`src/rtl/bin_to_bcd_seq_if.sv`:
```
`default_nettype none
// ============================================================================
// Module   : bin_to_bcd_seq_if
// Brief    : Start/busy/done handshake and result bundle for bin_to_bcd_seq.
// Revision : 1.0 - initial release
// ============================================================================
interface bin_to_bcd_seq_if;
    logic        start;
    logic [31:0] bin_in;
    logic        busy;
    logic        done;
    logic [31:0] bcd_out;
    logic        overflow;
    logic [3:0]  num_digits;

    modport master (
        output start, bin_in,
        input  busy, done, bcd_out, overflow, num_digits
    );

    modport slave (
        input  start, bin_in,
        output busy, done, bcd_out, overflow, num_digits
    );
endinterface
`default_nettype wire

```
`src/rtl/bin_to_bcd_seq.sv`:
```
`default_nettype none
// ============================================================================
// Module   : bin_to_bcd_seq
// Brief    : Iterative double-dabble converter, 32-bit binary to 8 BCD digits,
//            with saturation above MAX_VAL and significant-digit count.
// Revision : 1.0 - initial release
// ============================================================================
module bin_to_bcd_seq #(
    parameter int          DIGITS  = 8,
    parameter int          BIN_W   = 32,
    parameter int unsigned MAX_VAL = 99999999
) (
    input  wire logic        clk,
    input  wire logic        rst,
    bin_to_bcd_seq_if.slave  bus
);
    localparam int                  c_cnt_w    = $clog2(BIN_W);
    localparam int                  c_bcd_w    = 4 * DIGITS;
    localparam logic [c_cnt_w-1:0]  c_last_cnt = c_cnt_w'(BIN_W - 1);
    localparam logic [BIN_W-1:0]    c_max_val  = BIN_W'(MAX_VAL);
    localparam logic [c_bcd_w-1:0]  c_sat_bcd  = {DIGITS{4'h9}};

    typedef enum logic [1:0] {
        S_IDLE    = 2'd0,
        S_SHIFT   = 2'd1,
        S_FIN     = 2'd2,
        S_FIN_OVF = 2'd3
    } state_t;

    state_t               state_q,   state_d;
    logic [BIN_W-1:0]     bin_q,     bin_d;
    logic [c_bcd_w-1:0]   scratch_q, scratch_d;
    logic [c_cnt_w-1:0]   bit_cnt_q, bit_cnt_d;
    logic                 busy_q,    busy_d;
    logic                 done_q,    done_d;
    logic [c_bcd_w-1:0]   bcd_q,     bcd_d;
    logic                 ovf_q,     ovf_d;
    logic [3:0]           ndig_q,    ndig_d;

    logic [c_bcd_w-1:0]   w_adj;
    logic [3:0]           w_ndig;

    always_comb begin
        w_adj = scratch_q;
        for (int i = 0; i < DIGITS; i++) begin
            if (scratch_q[4*i +: 4] >= 4'd5) begin
                w_adj[4*i +: 4] = scratch_q[4*i +: 4] + 4'd3;
            end
        end
    end

    always_comb begin
        w_ndig = 4'd1;
        for (int i = 0; i < DIGITS; i++) begin
            if (scratch_q[4*i +: 4] != 4'd0) begin
                w_ndig = 4'(i + 1);
            end
        end
    end

    always_comb begin
        state_d   = state_q;
        bin_d     = bin_q;
        scratch_d = scratch_q;
        bit_cnt_d = bit_cnt_q;
        busy_d    = busy_q;
        done_d    = 1'b0;
        bcd_d     = bcd_q;
        ovf_d     = ovf_q;
        ndig_d    = ndig_q;

        case (state_q)
            S_IDLE: begin
                // The done cycle itself never accepts a start, so a held start
                // retriggers one edge later.
                if (bus.start && !done_q) begin
                    bin_d     = bus.bin_in;
                    scratch_d = '0;
                    bit_cnt_d = '0;
                    busy_d    = 1'b1;
                    state_d   = (bus.bin_in > c_max_val) ? S_FIN_OVF : S_SHIFT;
                end
            end
            S_SHIFT: begin
                {scratch_d, bin_d} = {w_adj, bin_q} << 1;
                bit_cnt_d          = bit_cnt_q + c_cnt_w'(1);
                if (bit_cnt_q == c_last_cnt) begin
                    state_d = S_FIN;
                end
            end
            S_FIN: begin
                bcd_d   = scratch_q;
                ovf_d   = 1'b0;
                ndig_d  = w_ndig;
                done_d  = 1'b1;
                busy_d  = 1'b0;
                state_d = S_IDLE;
            end
            S_FIN_OVF: begin
                // Saturated result is published on the second cycle here,
                // giving the overflow path a fixed two-clock latency.
                if (bit_cnt_q == '0) begin
                    bit_cnt_d = c_cnt_w'(1);
                end else begin
                    bcd_d   = c_sat_bcd;
                    ovf_d   = 1'b1;
                    ndig_d  = 4'(DIGITS);
                    done_d  = 1'b1;
                    busy_d  = 1'b0;
                    state_d = S_IDLE;
                end
            end
            default: state_d = S_IDLE;
        endcase
    end

    always_ff @(posedge clk or posedge rst) begin
        if (rst) begin
            state_q   <= S_IDLE;
            bin_q     <= '0;
            scratch_q <= '0;
            bit_cnt_q <= '0;
            busy_q    <= 1'b0;
            done_q    <= 1'b0;
            bcd_q     <= '0;
            ovf_q     <= 1'b0;
            ndig_q    <= 4'd0;
        end else begin
            state_q   <= state_d;
            bin_q     <= bin_d;
            scratch_q <= scratch_d;
            bit_cnt_q <= bit_cnt_d;
            busy_q    <= busy_d;
            done_q    <= done_d;
            bcd_q     <= bcd_d;
            ovf_q     <= ovf_d;
            ndig_q    <= ndig_d;
        end
    end

    assign bus.busy       = busy_q;
    assign bus.done       = done_q;
    assign bus.bcd_out    = bcd_q;
    assign bus.overflow   = ovf_q;
    assign bus.num_digits = ndig_q;
endmodule
`default_nettype wire
```
`src/flat_wrapper.sv`:
```
// flat-port wrapper written by rule: the top's interface ports become plain ports
module bin_to_bcd_seq_flat 
#(
    parameter int          DIGITS  = 8,
    parameter int          BIN_W   = 32,
    parameter int unsigned MAX_VAL = 99999999
)
  (clk, rst, bus_start, bus_bin_in, bus_busy, bus_done, bus_bcd_out, bus_overflow, bus_num_digits);
  bin_to_bcd_seq_if bus_i ();
  input  wire logic clk;
  input  wire logic rst;
  input wire logic [$bits(bus_i.start)-1:0] bus_start;
  input wire logic [$bits(bus_i.bin_in)-1:0] bus_bin_in;
  output wire logic [$bits(bus_i.busy)-1:0] bus_busy;
  output wire logic [$bits(bus_i.done)-1:0] bus_done;
  output wire logic [$bits(bus_i.bcd_out)-1:0] bus_bcd_out;
  output wire logic [$bits(bus_i.overflow)-1:0] bus_overflow;
  output wire logic [$bits(bus_i.num_digits)-1:0] bus_num_digits;
  assign bus_i.start = bus_start;
  assign bus_i.bin_in = bus_bin_in;
  assign bus_busy = bus_i.busy;
  assign bus_done = bus_i.done;
  assign bus_bcd_out = bus_i.bcd_out;
  assign bus_overflow = bus_i.overflow;
  assign bus_num_digits = bus_i.num_digits;
  bin_to_bcd_seq #(.DIGITS(DIGITS), .BIN_W(BIN_W), .MAX_VAL(MAX_VAL)) u_core (.clk(clk), .rst(rst), .bus(bus_i));
endmodule
```
`config.mk`:
```
export PLATFORM = sky130hd
export DESIGN_NAME = bin_to_bcd_seq_flat
export DESIGN_NICKNAME = d
export VERILOG_FILES = /design/src/rtl/bin_to_bcd_seq_if.sv /design/src/rtl/bin_to_bcd_seq.sv /design/src/flat_wrapper.sv
export SDC_FILE = /design/constraint.sdc
export NUM_CORES = 1
export LEC_CHECK = 0
export CAP_MARGIN = 40
export CELL_PAD_IN_SITES_DETAIL_PLACEMENT = 1
export CELL_PAD_IN_SITES_GLOBAL_PLACEMENT = 1
export CORE_MARGIN = 2
export CORE_UTILIZATION = 41
export CTS_BUF_LIST = sky130_fd_sc_hd__clkbuf_2
export DETAILED_ROUTE_END_ITERATION = 6
export PLACE_DENSITY = 0.85
export SYNTH_ARGS = -nofsm -noshare
export SYNTH_HDL_FRONTEND = slang
export SYNTH_SLANG_ARGS = --single-unit
```
`constraint.sdc`:
```
create_clock -name clk -period 4.8 [get_ports clk]
set_input_delay 0.72 -clock clk [delete_from_list [all_inputs] [get_ports clk]]
set_output_delay 0.72 -clock clk [all_outputs]
set_load 0.02 [all_outputs]
```
Yosys cells after proc, flatten, opt, wreduce, memory -nomap -nowiden
Cells that the tools add are included. Widths: inputs -> output; s select.

Register bits after elaboration: 110. Bits in latches: 0. Memory bits (writable): 0. Memory bits (read-only): 0. Input bits: 35. Output and inout bits: 39. Word-level logic and storage cells: 93. Memories: 0.

$add $sub $neg: 9. Multipliers: 0. Div/mod/pow operators: 0. $lt $le $gt $ge: 9. Equality and inequality tests: 8. Shifts and indexed selects: 0. Multiplexer cells: 38. Bitwise gates (word level): 0. Reduce and logical (&&, ||, !) cells: 20.

Operators with widths (number): $pmux 32 s2 (3); $mux 32 (3); $mux 4 (9); $ge 4x3->1 const B (8); $gt 32x27->1 const B (1); $add 4x2->4 const B (7); $reduce_bool 4->1 (7); $mux 3 (5); $pmux 5 s3 (1); $mux 2 (6); $mux 5 (2); $reduce_and 3->1 (3); $pmux 2 s4 (1); $pmux 4 s2 (1); $ne 2x1->1 const B (3); $reduce_bool 3->1 (2); $add 5x1->5 const B (1); $eq 5x5->1 const B (1); $logic_not 5->1 (1); $eq 2x2->1 const B (2); $mux 1 (4); $pmux 1 s2 (2); $reduce_and 2->1 (2); $reduce_bool 2->1 (2); other kinds (7) (7).

Logic depth before layout (Yosys ltp)
Gate-level depths: netlist of run 1.

Word-level depth: 9. Gate-level depth with buffers: 8. Mapped depth without buffers: 7.

Worst setup path before layout of run 1
OpenSTA, ideal clock, no wires.

Kind: reg2reg. From: reg u_core.scratch_q[12]. To: reg u_core.ndig_q[2], in the netlist u_core.bus.num_digits[2]. Setup time: 121 ps. Arrival: 1750 ps. Slack: 2929 ps. Stages on the path, launching flop included: 7. Buffers on the path: 0. Cell sequence: dfrtp_1 inv_1 ha_1 or3b_2 nor4b_1 nand2b_1 a22o_1.

Word-level cells in the longest chain between the ends: 7.

Ends and longest elaborated chain: start: declaration (line bin_to_bcd_seq.sv:32) `logic [c_bcd_w-1:0] scratch_q, scratch_d;`; start signal: assignment (line bin_to_bcd_seq.sv:131) `scratch_q <= scratch_d;`; $reduce_bool 4->1 (line bin_to_bcd_seq.sv:55) `if (scratch_q[4*i +: 4] != 4'd0) begin`; $mux 3 (4 in a row) (line bin_to_bcd_seq.sv:55); $mux 4 (line bin_to_bcd_seq.sv:55); $pmux 4 s2 (line bin_to_bcd_seq.sv:72) `case (state_q)`; end signal: assignment (line bin_to_bcd_seq.sv:137) `ndig_q <= ndig_d;`; end: declaration (line bin_to_bcd_seq.sv:38) `logic [3:0] ndig_q, ndig_d;`.

No other way between the ends. A chain may end at the register's enable or synchronous reset.

Final worst setup path of run 1
From: reg u_core.bit_cnt_q[0]. To: reg u_core.bit_cnt_q[2].

Word-level cells in the longest chain between the ends: 3. Elaborated cells on any way between the ends: 5. Classes of those cells: add/sub (1); eq/ne (1); mux (1); reduce/logical (2).

Ends and longest elaborated chain: start: declaration (line bin_to_bcd_seq.sv:33) `logic [c_cnt_w-1:0] bit_cnt_q, bit_cnt_d;`; start signal: assignment (line bin_to_bcd_seq.sv:132) `bit_cnt_q <= bit_cnt_d;`; parallel branches: the longest is 3 deep, another holds $add 5x1->5.

Parallel ways; which one is timed is not known.

==> results of run 1 <==
-- state kept, by name (all words and copies together) (netlist names), 2 cells and up --
signal,cells
u_core.bin_q,32
u_core.bus.bcd_out,32
u_core.scratch_q,32
u_core.bit_cnt_q,5
u_core.bus.num_digits,4
u_core.state_q,2
-- layout by cell type, fill, tap and decap left out, types with 11 or more instances in the layout --
master	n
dfrtp_1	110
o21ai_0	73
clkdlybuf4s50_1	73
nand2_1	67
mux2i_1	40
a21oi_1	28
a22o_1	21
ha_1	20
nor2_1	19
inv_1	19
nand3_1	13
nor3b_1	12
nor3_1	11
-- kinds of logic after synthesis --
logic type      count (synthesis)  share of synthesized area (%)
simple gates                  146                           13.7
mux                            40                           7.65
compound gates                141                           16.3
fa+ha+maj                      20                           4.78
xor+xnor                        8                           1.34
flops                         110                           52.6
buf+inv                        48                           3.68
-- worst max-delay path: cells and delay by family (launching register included) --
| family | cells | cell delay, ns |
|---|---|---|
| AO/OA/AOI/OAI | 3 | 0.72 |
| flip-flops | 1 | 0.48 |
| adder cells (fa/ha/maj) | 1 | 0.16 |
| buffers and inverters | 3 | 0.66 |
| AND/OR/NAND/NOR | 1 | 0.47 |
-- power breakdown --
group          internal (uW)  leakage (uW)  switching [uW]  total [uW]
logic                    914       0.00139            1190        2110
registers               1320       0.00139             330        1650
clock network            174     0.0000827             321         495
-- final timing paths --
path / depth (start not counted) / to / slack, ns
setup / recovery: 8 / u_core.bit_cnt_q[2] / 2.23
hold reg to reg: 2 / u_core.bin_q[26] / 0.53
setup reg to reg: 8 / u_core.bit_cnt_q[2] / 2.23
max in group asynchronous: 3 / u_core.bus.bcd_out[13] / 3.79
min in group clk: 2 / u_core.bin_q[26] / 0.53
hold / removal: 2 / u_core.scratch_q[29] / 0.33
-- per-stage QoR --
step / cell area (um2) / hold slack (ns) / power [uW] / util (%)
final: 6300 / 0.334 / 4260 / 50.3
after global routing: 6300 / 0.309 / 4600 / 50.3
after CTS: 6290 / 0.311 / 4310 / 50.3
after detailed placement: 6150 / 0.476 / 3810 / 49.2
after global placement: 6110 / 0.460 / 3650 / 48.8
after floorplan: 5230 / 0.449 / 3030 / -
-- area by class of cell --
| cell class | instances | share of cell area [%] |
|---|---|---|
| timing repair buffer | 81 | 12.9 |
| clock inverter | 7 | 1.51 |
| tap | 172 | 3.42 |
| clock buffer | 9 | 0.715 |
| inverter | 21 | 1.29 |
| sequential | 110 | 43.7 |
| antenna | 1 | 0.0397 |
| multi-input combinational | 355 | 36.4 |
-- per-layer routing --
metal / up-vias / share of wire, % / GRT usage (%)
met5: - / 0 / 0
met4: 0 / 1.3 / 5.25
met3: 14 / 3.8 / 5.30
met2: 71 / 52 / 37.4
met1: 2042 / 43 / 24.7
li1: 1930 / - / -
==> flow_metrics.py, run 1 <==
metrics = {
    "outcome": {
        "status": "finished, final reports clean",
    },
    "synth": {
        "yosysSeqAreaShare_pct": 52.6,
        "synth-async-reset-ratio_pct": 100,
        "synthesis.nets": 568,
        "synth_top_area_cell": "dfrtp_1",
        "ys_warn_count": 0,
        "yosysTopAreaCellShare_pct": 52.6,
        "netlist_instances": 513,
        "synthFlopType": "dfrtp_1",
        "synth_edf_count": 0,
        "syn_area_per_cell_um2": 10.2,
        "synthTopCellsByCount": "dfrtp_1, o21ai_0, nand2_1",
        "synth_area_mm2": 0.00523,
        "ys_seq_elements": 110,
        "synth_area_leaders": "dfrtp_1, mux2i_1, o21ai_0, nand2_1, ha_1",
        "yosysMostFrequentCell": "dfrtp_1",
        "synth.distinct_cells": 38,
    },
    "cts": {
        "cts-resized-gates": 0,
        "clkTransAtPathRegs_ns": 0.33,
        "post_cts_buffers": 0,
        "cts_buffers": 9,
        "clockRootBuffer": "clkbuf_2",
        "clk-insertion-delay-late_ns": 0.65,
        "cts_max_level": 3,
        "cts_tree": "yes",
        "cts_buffer_depth": 2,
        "clock-sinks": 110,
        "cts_hold_buf": 0,
    },
    "timing": {
        "fin_ws_ns": 2.23,
        "drv_slew": 0,
        "tightestPinTransition_ns": 0.917,
        "period_share_pct": 53.6,
        "rsz0062_at_grt": "no",
        "timing.slew.headroom_pct": 38.9,
        "fin_worst_skew_ns": 0.0393,
        "hold_violations": 0,
        "timing.setup.tns_ns": 0,
        "fin_crit_ns": 2.57,
        "fmax_mhz": 389,
        "finalSetupViolations": 0,
    },
    "floorplan": {
        "die_h_um": 117,
        "core_mm2": 0.0125,
        "start_util_pct": 41.8,
        "rows": 41,
        "pin_count": 74,
        "die_x_um": 117,
        "dieArea_mm2": 0.0137,
    },
    "route": {
        "dr.pass1.iters": 4,
        "vias": 4057,
        "drt_iter0_drc": 194,
        "wl_per_cell_um": 17.4,
        "wirelength_um": 13100,
        "routed_via_density": 5.37,
        "drc_errors": 0,
        "ant_nets": 0,
    },
    "worst_setup_path": {
        "startpoint": "u_core.bit_cnt_q[0]",
        "reg2reg_from": "u_core.bit_cnt_q[0]",
        "arrival_ns": 3.14,
        "crit_chain": "inv_1 > ha_1 > or4b_4 > o21ai_2 > buf_4 > inv_2 > a21o_1 > a211o_1",
        "cpPeakStageDelay_ns": 0.48,
        "start_kind": "flop",
        "end_kind": "flop",
        "critical_path_class": "reg -> reg",
        "worstPathRequired_ns": 5.36,
        "crit_fanout": 21,
        "slowest_stage": "dfrtp_1",
    },
    "final_layout": {
        "area_growth_pct": 20.4,
        "drive_gt1_share_pct": 5.49,
        "finalNonFillerCells": 756,
        "seq_area_mm2": 0.00275,
        "fill_cells": 1431,
        "multi_input_area_mm2": 0.00229,
        "nets": 633,
    },
    "placed_design": {
        "dp_worst_setup_slack_ns": 1.91,
        "io_buffers": 73,
        "hpwl_um": 9400,
        "gp_congestion": 0.763,
        "dp.cells": 739,
    },
    "flow_run": {
        "maxCapViolCount": 0,
    },
    "pwr": {
        "leakage_uw": 0.00287,
        "vdd_drop_max_uv": 260,
        "power.density_mw_per_mm2": 676,
    },
    "global_route": {
        "grt_pass1_wl_um": 22000,
        "grt_max_degree": 64,
        "grt_util_all_layers_pct": 20.7,
        "grt_pass1_vias": 4416,
        "antenna_found_initial": 1,
        "overflow": 0,
    },
    "hold_path": {
        "holdCritPathClass": "in -> async",
    },
}
Power figures use the tool's default switching activity.
==> inputs of run 2 (changes only) <==
CORE_UTILIZATION = 40   (was 41)
PLACE_DENSITY = 0.87   (was 0.85)
clock period = 2.2 ns   (was 4.8 ns; I/O delays follow)
==> run 2 against run 1 <==
Compared with the run above: sequential cell count is the same; clock skew shrank 0.0099 ns; wire length grew 4.7%; via count grew 3.4%; clock power grew 94%; worst hold slack lost 0.19 ns; cell count grew 0.40%; die area grew 2.4%; core utilization shrank 0.35 points; final area grew 0.52%; critical endpoint is now bus_busy; largest cell class unchanged; highest routed layer unchanged.
==> flow_metrics.py, run 2 (synthesis results as in run 1) <==
metrics = {
    "timing": {
        "rsz0062_at_grt": "no",
        "fin_ws_ns": 0.160,
        "finalSetupViolations": 0,
        "period_share_pct": 92.7,
        "fin_crit_ns": 2.04,
        "timing.slew.headroom_pct": 60.5,
        "tightestPinTransition_ns": 0.592,
        "hold_violations": 0,
        "timing.setup.tns_ns": 0,
        "drv_slew": 0,
        "whs_ns": 0.146,
        "fin_worst_skew_ns": 0.0294,
        "fmax_mhz": 490,
    },
    "final_layout": {
        "drive_gt1_share_pct": 6.13,
        "area_growth_pct": 21.0,
        "final_util_pct": 49.9,
        "nets": 638,
        "seq_area_mm2": 0.00275,
        "fill_cells": 1435,
        "multi_input_area_mm2": 0.00230,
        "final_common_cell": "dfrtp_1",
        "layout_common_cells": "dfrtp_1, o21ai_0, clkdlybuf4s50_1",
        "num_antenna_cells": 0,
        "finalNonFillerCells": 759,
    },
    "worst_setup_path": {
        "cp_top_family": "buffers and inverters",
        "start_kind": "flop",
        "reg2reg_depth": 6,
        "worstPathRequired_ns": 1.87,
        "r2r_setup_slack_ns": 0.17,
        "slowest_stage": "clkdlybuf4s50_1",
        "crit_chain": "clkdlybuf4s50_1",
        "cpPeakStageDelay_ns": 0.63,
        "arrival_ns": 1.71,
        "end_kind": "output pin",
        "reg2reg_from": "u_core.scratch_q[12]",
        "critical_path_class": "reg -> out",
        "crit_fanout": 3,
        "path_buf_inv": 1,
        "r2r_end": "u_core.bus.num_digits[2]",
    },
    "route": {
        "wirelength_um": 13800,
        "routed_via_density": 5.53,
        "wl_per_cell_um": 18.1,
        "vias": 4196,
        "dr.pass1.iters": 4,
        "drt_iter0_drc": 198,
        "ant_nets": 0,
        "drc_errors": 0,
    },
    "cts": {
        "clkTransAtPathRegs_ns": 0.30,
        "clk-insertion-delay-late_ns": 0.62,
        "cts_hold_buf": 0,
        "cts_max_level": 3,
        "clockRootBuffer": "clkbuf_2",
        "cts_tree": "yes",
        "clock-sinks": 110,
        "cts-resized-gates": 0,
        "cts_buffer_depth": 2,
        "cts_buffers": 9,
        "post_cts_buffers": 0,
    },
    "placed_design": {
        "hpwl_um": 9850,
        "dp_worst_setup_slack_ns": 0.133,
        "io_buffers": 73,
        "gp_congestion": 0.855,
        "dp.cells": 744,
    },
    "floorplan": {
        "die_h_um": 118,
        "core_mm2": 0.0127,
        "pin_count": 74,
        "dieArea_mm2": 0.0140,
        "start_util_pct": 41.3,
        "rows": 41,
        "die_x_um": 118,
    },
    "global_route": {
        "grt_util_all_layers_pct": 20.7,
        "grt_pass1_wl_um": 23500,
        "overflow": 0,
        "grt_pass1_vias": 4657,
        "grt_max_degree": 111,
        "antenna_found_initial": 0,
    },
    "pwr": {
        "leakage_uw": 0.00288,
        "vdd_drop_max_uv": 586,
        "power.density_mw_per_mm2": 1490,
    },
    "hold_path": {
        "holdCritPathClass": "in -> async",
    },
    "outcome": {
        "status": "finished, final reports clean",
    },
    "flow_run": {
        "maxCapViolCount": 0,
    },
}
[run 2: power breakdown]
group          total, uW  switching [uW]  internal, uW  leakage (uW)
combinational       4850            2730          2130       0.00142
clock                961             698           264     0.0000646
sequential          3610             723          2890       0.00139
[run 2: worst max path at each step]
stage	from	endpoint	cells past startpoint
4_1_cts	u_core.bus.busy	bus_busy	1
3_5_place_dp	u_core.scratch_q[12]	u_core.bus.num_digits[2]	6
6_report	u_core.bus.busy	bus_busy	1
2_1_floorplan	u_core.scratch_q[12]	u_core.bus.num_digits[2]	6
3_3_place_gp	u_core.scratch_q[12]	u_core.bus.num_digits[2]	6
5_1_grt	u_core.bus.busy	bus_busy	1
[run 2: layout make-up]
class                           instances  share of cell area (%)
Sequential cell                       110                    43.5
Multi-Input combinational cell        355                    36.3
Timing Repair Buffer                   86                    13.7
Tap cell                              172                    3.40
Inverter                               21                    1.30
Clock inverter                          6                    1.13
Clock buffer                            9                   0.712
[run 2: routing by layer]
layer,part of all wire [%],up-vias,GRT usage [%]
met2,52,99,36.6
met3,5.3,18,5.50
li1,-,1941,-
met5,0,-,0
met4,1.3,0,5.20
met1,42,2138,25.0
[run 2: metrics by stage]
step | power, uW | area (um2)
after floorplan | 6620 | 5240
after global routing | 10200 | 6330
final | 9420 | 6330
after CTS | 9510 | 6320
after detailed placement | 8540 | 6210
after global placement | 8130 | 6210
==> inputs of run 3 (changes only) <==
CORE_ASPECT_RATIO = 0.9   (was not set)
MAX_ROUTING_LAYER = met4   (was not set)
==> run 3 against run 2 <==
Compared with the run above: fmax shrank 3.5%; total power increased by 1.5%; highest routed layer unchanged; sequential cell count unchanged; global-route usage grew 0.33 points; combinational power grew 1%; first-iteration DRC count up 11%; critical path type is now reg -> reg; wire length increased by 2.1%; via count about the same; core utilization down 0.078 points.
==> flow_metrics.py, run 3 (synthesis results as in run 1) <==
metrics = {
    "pwr": {
        "power.density_mw_per_mm2": 1510,
        "seq_power_share_pct": 38.0,
        "internal_power_uw": 5410,
        "vdd_drop_max_uv": 503,
        "power_frac_clock_pct": 10.8,
        "pwr-share-comb_pct": 51.2,
        "leakage_uw": 0.00290,
        "p_sw_uw": 4160,
        "switching_share_pct": 43.4,
    },
    "global_route": {
        "overflow": 0,
        "grt_pass1_vias": 4518,
        "grt_max_degree": 111,
        "antenna_found_initial": 1,
        "grt_pass1_wl_um": 23100,
        "grt_util_all_layers_pct": 21.0,
    },
    "route": {
        "drt_iter0_drc": 219,
        "ant_nets": 0,
        "dr.pass1.iters": 4,
        "routed_via_density": 5.57,
        "vias": 4199,
        "wirelength_um": 14000,
        "drc_errors": 0,
        "wl_per_cell_um": 18.6,
    },
    "timing": {
        "tightestPinTransition_ns": 0.590,
        "period_share_pct": 96.1,
        "timing.slew.headroom_pct": 60.6,
        "drv_slew": 0,
        "rsz0062_at_grt": "no",
        "timing.setup.tns_ns": 0,
        "fmax_mhz": 473,
        "hold_violations": 0,
        "fin_crit_ns": 2.11,
        "fin_worst_skew_ns": 0.0242,
        "finalSetupViolations": 0,
        "whs_ns": 0.204,
    },
    "floorplan": {
        "die_h_um": 112,
        "die_x_um": 125,
        "dieArea_mm2": 0.0140,
        "core_mm2": 0.0127,
        "rows": 39,
        "pin_count": 74,
        "start_util_pct": 41.1,
    },
    "flow_run": {
        "maxCapViolCount": 0,
    },
    "worst_setup_path": {
        "end_kind": "flop",
        "start_kind": "flop",
        "worstPathRequired_ns": 2.73,
        "arrival_ns": 2.65,
        "crit_fanout": 11,
        "critical_path_class": "reg -> reg",
    },
    "hold_path": {
        "holdCritPathClass": "in -> async",
    },
    "outcome": {
        "status": "finished, final reports clean",
    },
    "placed_design": {
        "gp_congestion": 0.768,
        "io_buffers": 73,
        "hpwl_um": 9900,
    },
    "cts": {
        "cts_max_level": 3,
        "cts_hold_buf": 0,
        "cts_buffers": 9,
        "clkTransAtPathRegs_ns": 0.29,
        "cts_tree": "yes",
        "cts_buffer_depth": 2,
        "clk-insertion-delay-late_ns": 0.60,
        "clockRootBuffer": "clkbuf_2",
        "clock-sinks": 110,
    },
    "final_layout": {
        "drive_gt1_share_pct": 6.28,
        "layout_common_cells": "dfrtp_1, o21ai_0, clkdlybuf4s50_1",
        "final_util_pct": 49.9,
        "nets": 640,
        "final_common_cell": "dfrtp_1",
        "area_growth_pct": 21.4,
    },
}
[run 3: cell types whose count changed in the layout (fill, tap and decap cells not counted), sizes merged]
cell / before / now
clkbuf: 9 / 11
clkinv: 2 / 1
buf: 13 / 15
inv: 21 / 20
clkinvlp: 3 / 2
diode: 0 / 1
bufinv: 1 / 2
[run 3: worst paths after layout]
| check | from | end | slack [ns] | depth (start not counted) |
|---|---|---|---|---|
| setup reg to reg | u_core.bit_cnt_q[0] | u_core.bit_cnt_q[2] | 0.09 | 7 |
| hold reg to reg | u_core.bin_q[3] | u_core.bin_q[3] | 0.52 | 2 |
| min in group clk | bus_bin_in[1] | u_core.bin_q[1] | 0.35 | 3 |
| max in group asynchronous | rst | u_core.bin_q[19] | 1.55 | 3 |
| hold / removal | rst | u_core.bus.bcd_out[20] | 0.20 | 3 |
| setup / recovery | u_core.bit_cnt_q[0] | u_core.bit_cnt_q[2] | 0.09 | 7 |
[run 3: power by group through the flow]
stage                     combinational [uW]  clock (uW)  sequential, uW
final                                   4900        1030            3630
after global routing                    5380        1120            3750
after CTS                               4910        1050            3620
after detailed placement                4890           0            3660
after global placement                  4580           0            3580
after floorplan                         2820           0            3800
[run 3: critical path, stage by stage (launching register included)]
cell,delay (ns)
dfrtp_1,0.47
inv_1,0.10
ha_1,0.16
or4b_4,0.49
o21ai_4,0.19
inv_4,0.10
a21o_1,0.23
a211o_1,0.31
[run 3: repair_timing]
item,4_1_cts,5_1_grt
resized for setup,0,2
setup buffers,0,1
endpoints found under the setup margin,0,1
[run 3: routing by layer]
layer | GRT usage (%) | routed length [um] | up-vias
met3 | 2.00 | 345 | 25
met4 | 7.79 | 267 | 0
met1 | 25.3 | 6070 | 2152
met5 | - | 0 | -
li1 | - | - | 1949
met2 | 37.0 | 7360 | 73
[run 3: area by class of cell]
cell class / count / area, um2
repair buffers: 88 / 881
diodes: 1 / 2.50
flip-flops and latches: 110 / 2750
inverters: 21 / 85.1
multi-input cells: 355 / 2300
clock buffers: 11 / 55.1
clock inverters: 4 / 72.6
well taps: 164 / 205
fillers: 1397 / 6380
[run 3: metrics by stage]
step	area (um2)	instances	total power, uW	setup slack, ns
floorplan	5240	513	6620	0.329
global placement	6200	737	8160	0.223
detailed placement	6200	737	8550	0.0858
CTS	6330	752	9590	0.0327
global route	6350	754	10300	0.0337
finish	6350	754	9560	0.0859
==> RTL edit: new RTL, settings of run 2 <==
Make the reset (`rst`) synchronous in one clocked block.
--- a/src/rtl/bin_to_bcd_seq.sv
+++ b/src/rtl/bin_to_bcd_seq.sv
@@ -115,5 +115,5 @@
     end
 
-    always_ff @(posedge clk or posedge rst) begin
+    always_ff @(posedge clk) begin
         if (rst) begin
             state_q   <= S_IDLE;
Check against the original RTL: differs if rst is asserted again (counterexample within 4 cycles, from zero or initial values and one cycle with rst high); with rst held inactive, the same outputs for 10 cycles.
==> RTL edit against run 2 <==
Clock skew up 0.0057 ns; first-iteration DRC count grew 22%; routed wire length up 4.4%; critical path depth grew 4; sequential cell count stayed put; synthesized area shrank 2.2%; cell area fell by 3.1%; fmax down 2.6%; setup slack worse by 0.055 ns; critical endpoint is now u_core.scratch_q[7]$_SDFFE_PP0P_; largest cell class is now multi-input combinational cells; highest routed layer unchanged.
Power is not compared: it rests on default switching activity, and its combinational part moved more than twofold at a synthesized area within 25%.
==> RTL edit: results (changes against run 2) <==
status: complete, no violations
slowest cell on the critical path: dfxtp_1
clock-pin slew on the worst setup and hold paths: 0.28 ns (-0.02 ns)
slew margin rel.: 50.7% (-9.8 points)
post-synthesis sequential area ratio: 43.0% (-9.6 points)
Hold Path Origin: rst
Worst path top cell family by delay: simple AND/OR/NAND/NOR gates
GP Congestion: 0.828 (-3.2%)
wire length on met1: 6040 um (+5.2%)
overall routing resource usage: 21.7% (+1.0 points)
Final HPWL DP: 10400 um (+5.7%)
metal2 WL: 7560 um (+6.3%)
share of cells above drive strength 1: 9.13% (+3.0 points)
Worst Skew: 0.0350 ns (+0.00568 ns)
Reg2Reg Depth: 5 (-1)
vias in the first global route: 4749 (+2.0%)
Layout fillers: 1510 (+5.2%)
post-synthesis async set-or-reset flop share: 0% (-100 points)
Detailed Route Iter0 Violations: 242 (+22%)
Layout Nets: 696 (+9.1%)
total wire length: 14400 um (+4.4%)
worst slack at placement: 0.0629 ns (-0.0703 ns)
post-synth cell types: 44 (+16%)
Via Count: 4534 (+8.1%)
Crit Path Max Fanout: 19 (+16)
pin count of the biggest net entering global routing: 65 (-41%)
top cells by count, synth: 110 x dfxtp_1, 96 x nand2_1, 47 x nor2_1
Post-Syn Nets: 635 (+12%)
global-route wire length before repair: 23100 um (-1.5%)
R2R Path End: u_core.scratch_q[7]$_SDFFE_PP0P_
Placed Area: 6030 um2 (-2.9%)
worst hold margin: 0.222 ns (+0.0767 ns)
hold crit path type: in -> reg
Initial DRT Pass Iterations: 5 (+1)
routed wl met3: 519 um (-29%)
worst skew pair latency: 0.64 ns (+0.02 ns)
r2r startpoint: u_core.state_q[1]$_SDFFE_PP0P_
RTL edit: changes by cell type in the layout (fill, tap and decap cells not counted), sizes merged, moves of 14 or more:
cell / run 2 / this run
nand2: 67 / 96
o21ai: 74 / 23
dfrtp: 110 / 0
mux2i: 40 / 9
a31oi: 0 / 14
nor2: 19 / 47
dfxtp: 0 / 110
a311oi: 1 / 32
RTL edit: metal layers:
| layer | vias to the layer above | global-route usage [%] |
|---|---|---|
| li1 | 2178 | - |
| met1 | 2242 | 25.2 |
| met2 | 95 | 39.9 |
| met3 | 19 | 3.60 |
| met4 | 0 | 8.24 |
| met5 | - | 0 |
RTL edit: logic make-up (layout without fill, tap and decap cells):
kind of cell	after synthesis	in the layout	share of synthesized area, %
buffers and inverters	59	125	5.06
DFF	110	110	43.0
adders and majority gates	20	20	4.89
xor gates and xnor gates	10	10	1.71
AOI/OAI and AO/OA	149	149	22.9
and+or+nand+nor	223	223	20.6
muxes	9	9	1.76
RTL edit: area by class of cell:
class,count,area [um2],share of cell area (%)
flip-flops and latches,110,2200,35.9
multi-input cells,411,2660,43.4
clock inverters,5,50.0,0.816
well taps,172,215,3.51
clock buffers,11,55.1,0.898
repair buffers,91,877,14.3
inverters,18,67.6,1.10
RTL edit: through the flow:
stage / util, % / cells / total power [mW]
final: 48.8 / 818 / 3.82
after global routing: 48.8 / 818 / 4.00
after CTS: 48.8 / 818 / 3.84
after detailed placement: 47.9 / 802 / 2.94
after global placement: 47.9 / 801 / 2.89
after floorplan: - / 580 / 2.68
RTL edit: worst max-delay path by stage:
stage / from / end / slack [ns] / depth (start not counted)
after CTS: u_core.bus.done$_SDFF_PP0_ / bus_done / 0.06 / 1
final: u_core.state_q[1]$_SDFFE_PP0P_ / u_core.scratch_q[7]$_SDFFE_PP0P_ / 0.10 / 5
after detailed placement: bus_start / u_core.bin_q[19]$_SDFFE_PP0P_ / 0.06 / 5
after floorplan: u_core.scratch_q[4]$_SDFFE_PP0P_ / u_core.bus.num_digits[0]$_SDFFE_PP0P_ / 0.65 / 6
after global routing: u_core.bus.done$_SDFF_PP0_ / bus_done / 0.01 / 1
after global placement: bus_start / u_core.scratch_q[17]$_SDFFE_PP0P_ / 0.07 / 4
RTL edit: power by group through the flow:
stage	logic (mW)	registers (mW)	clock network (mW)
after floorplan	0.468	2.21	0
after global placement	0.673	2.21	0
after detailed placement	0.721	2.22	0
after CTS	0.724	2.18	0.936
after global routing	0.790	2.20	1.01
final	0.719	2.19	0.916
RTL edit: worst min-delay path: stages:
cell and delay, ns:
buf_2 0.15, nor3_2 0.13, a22o_1 0.24
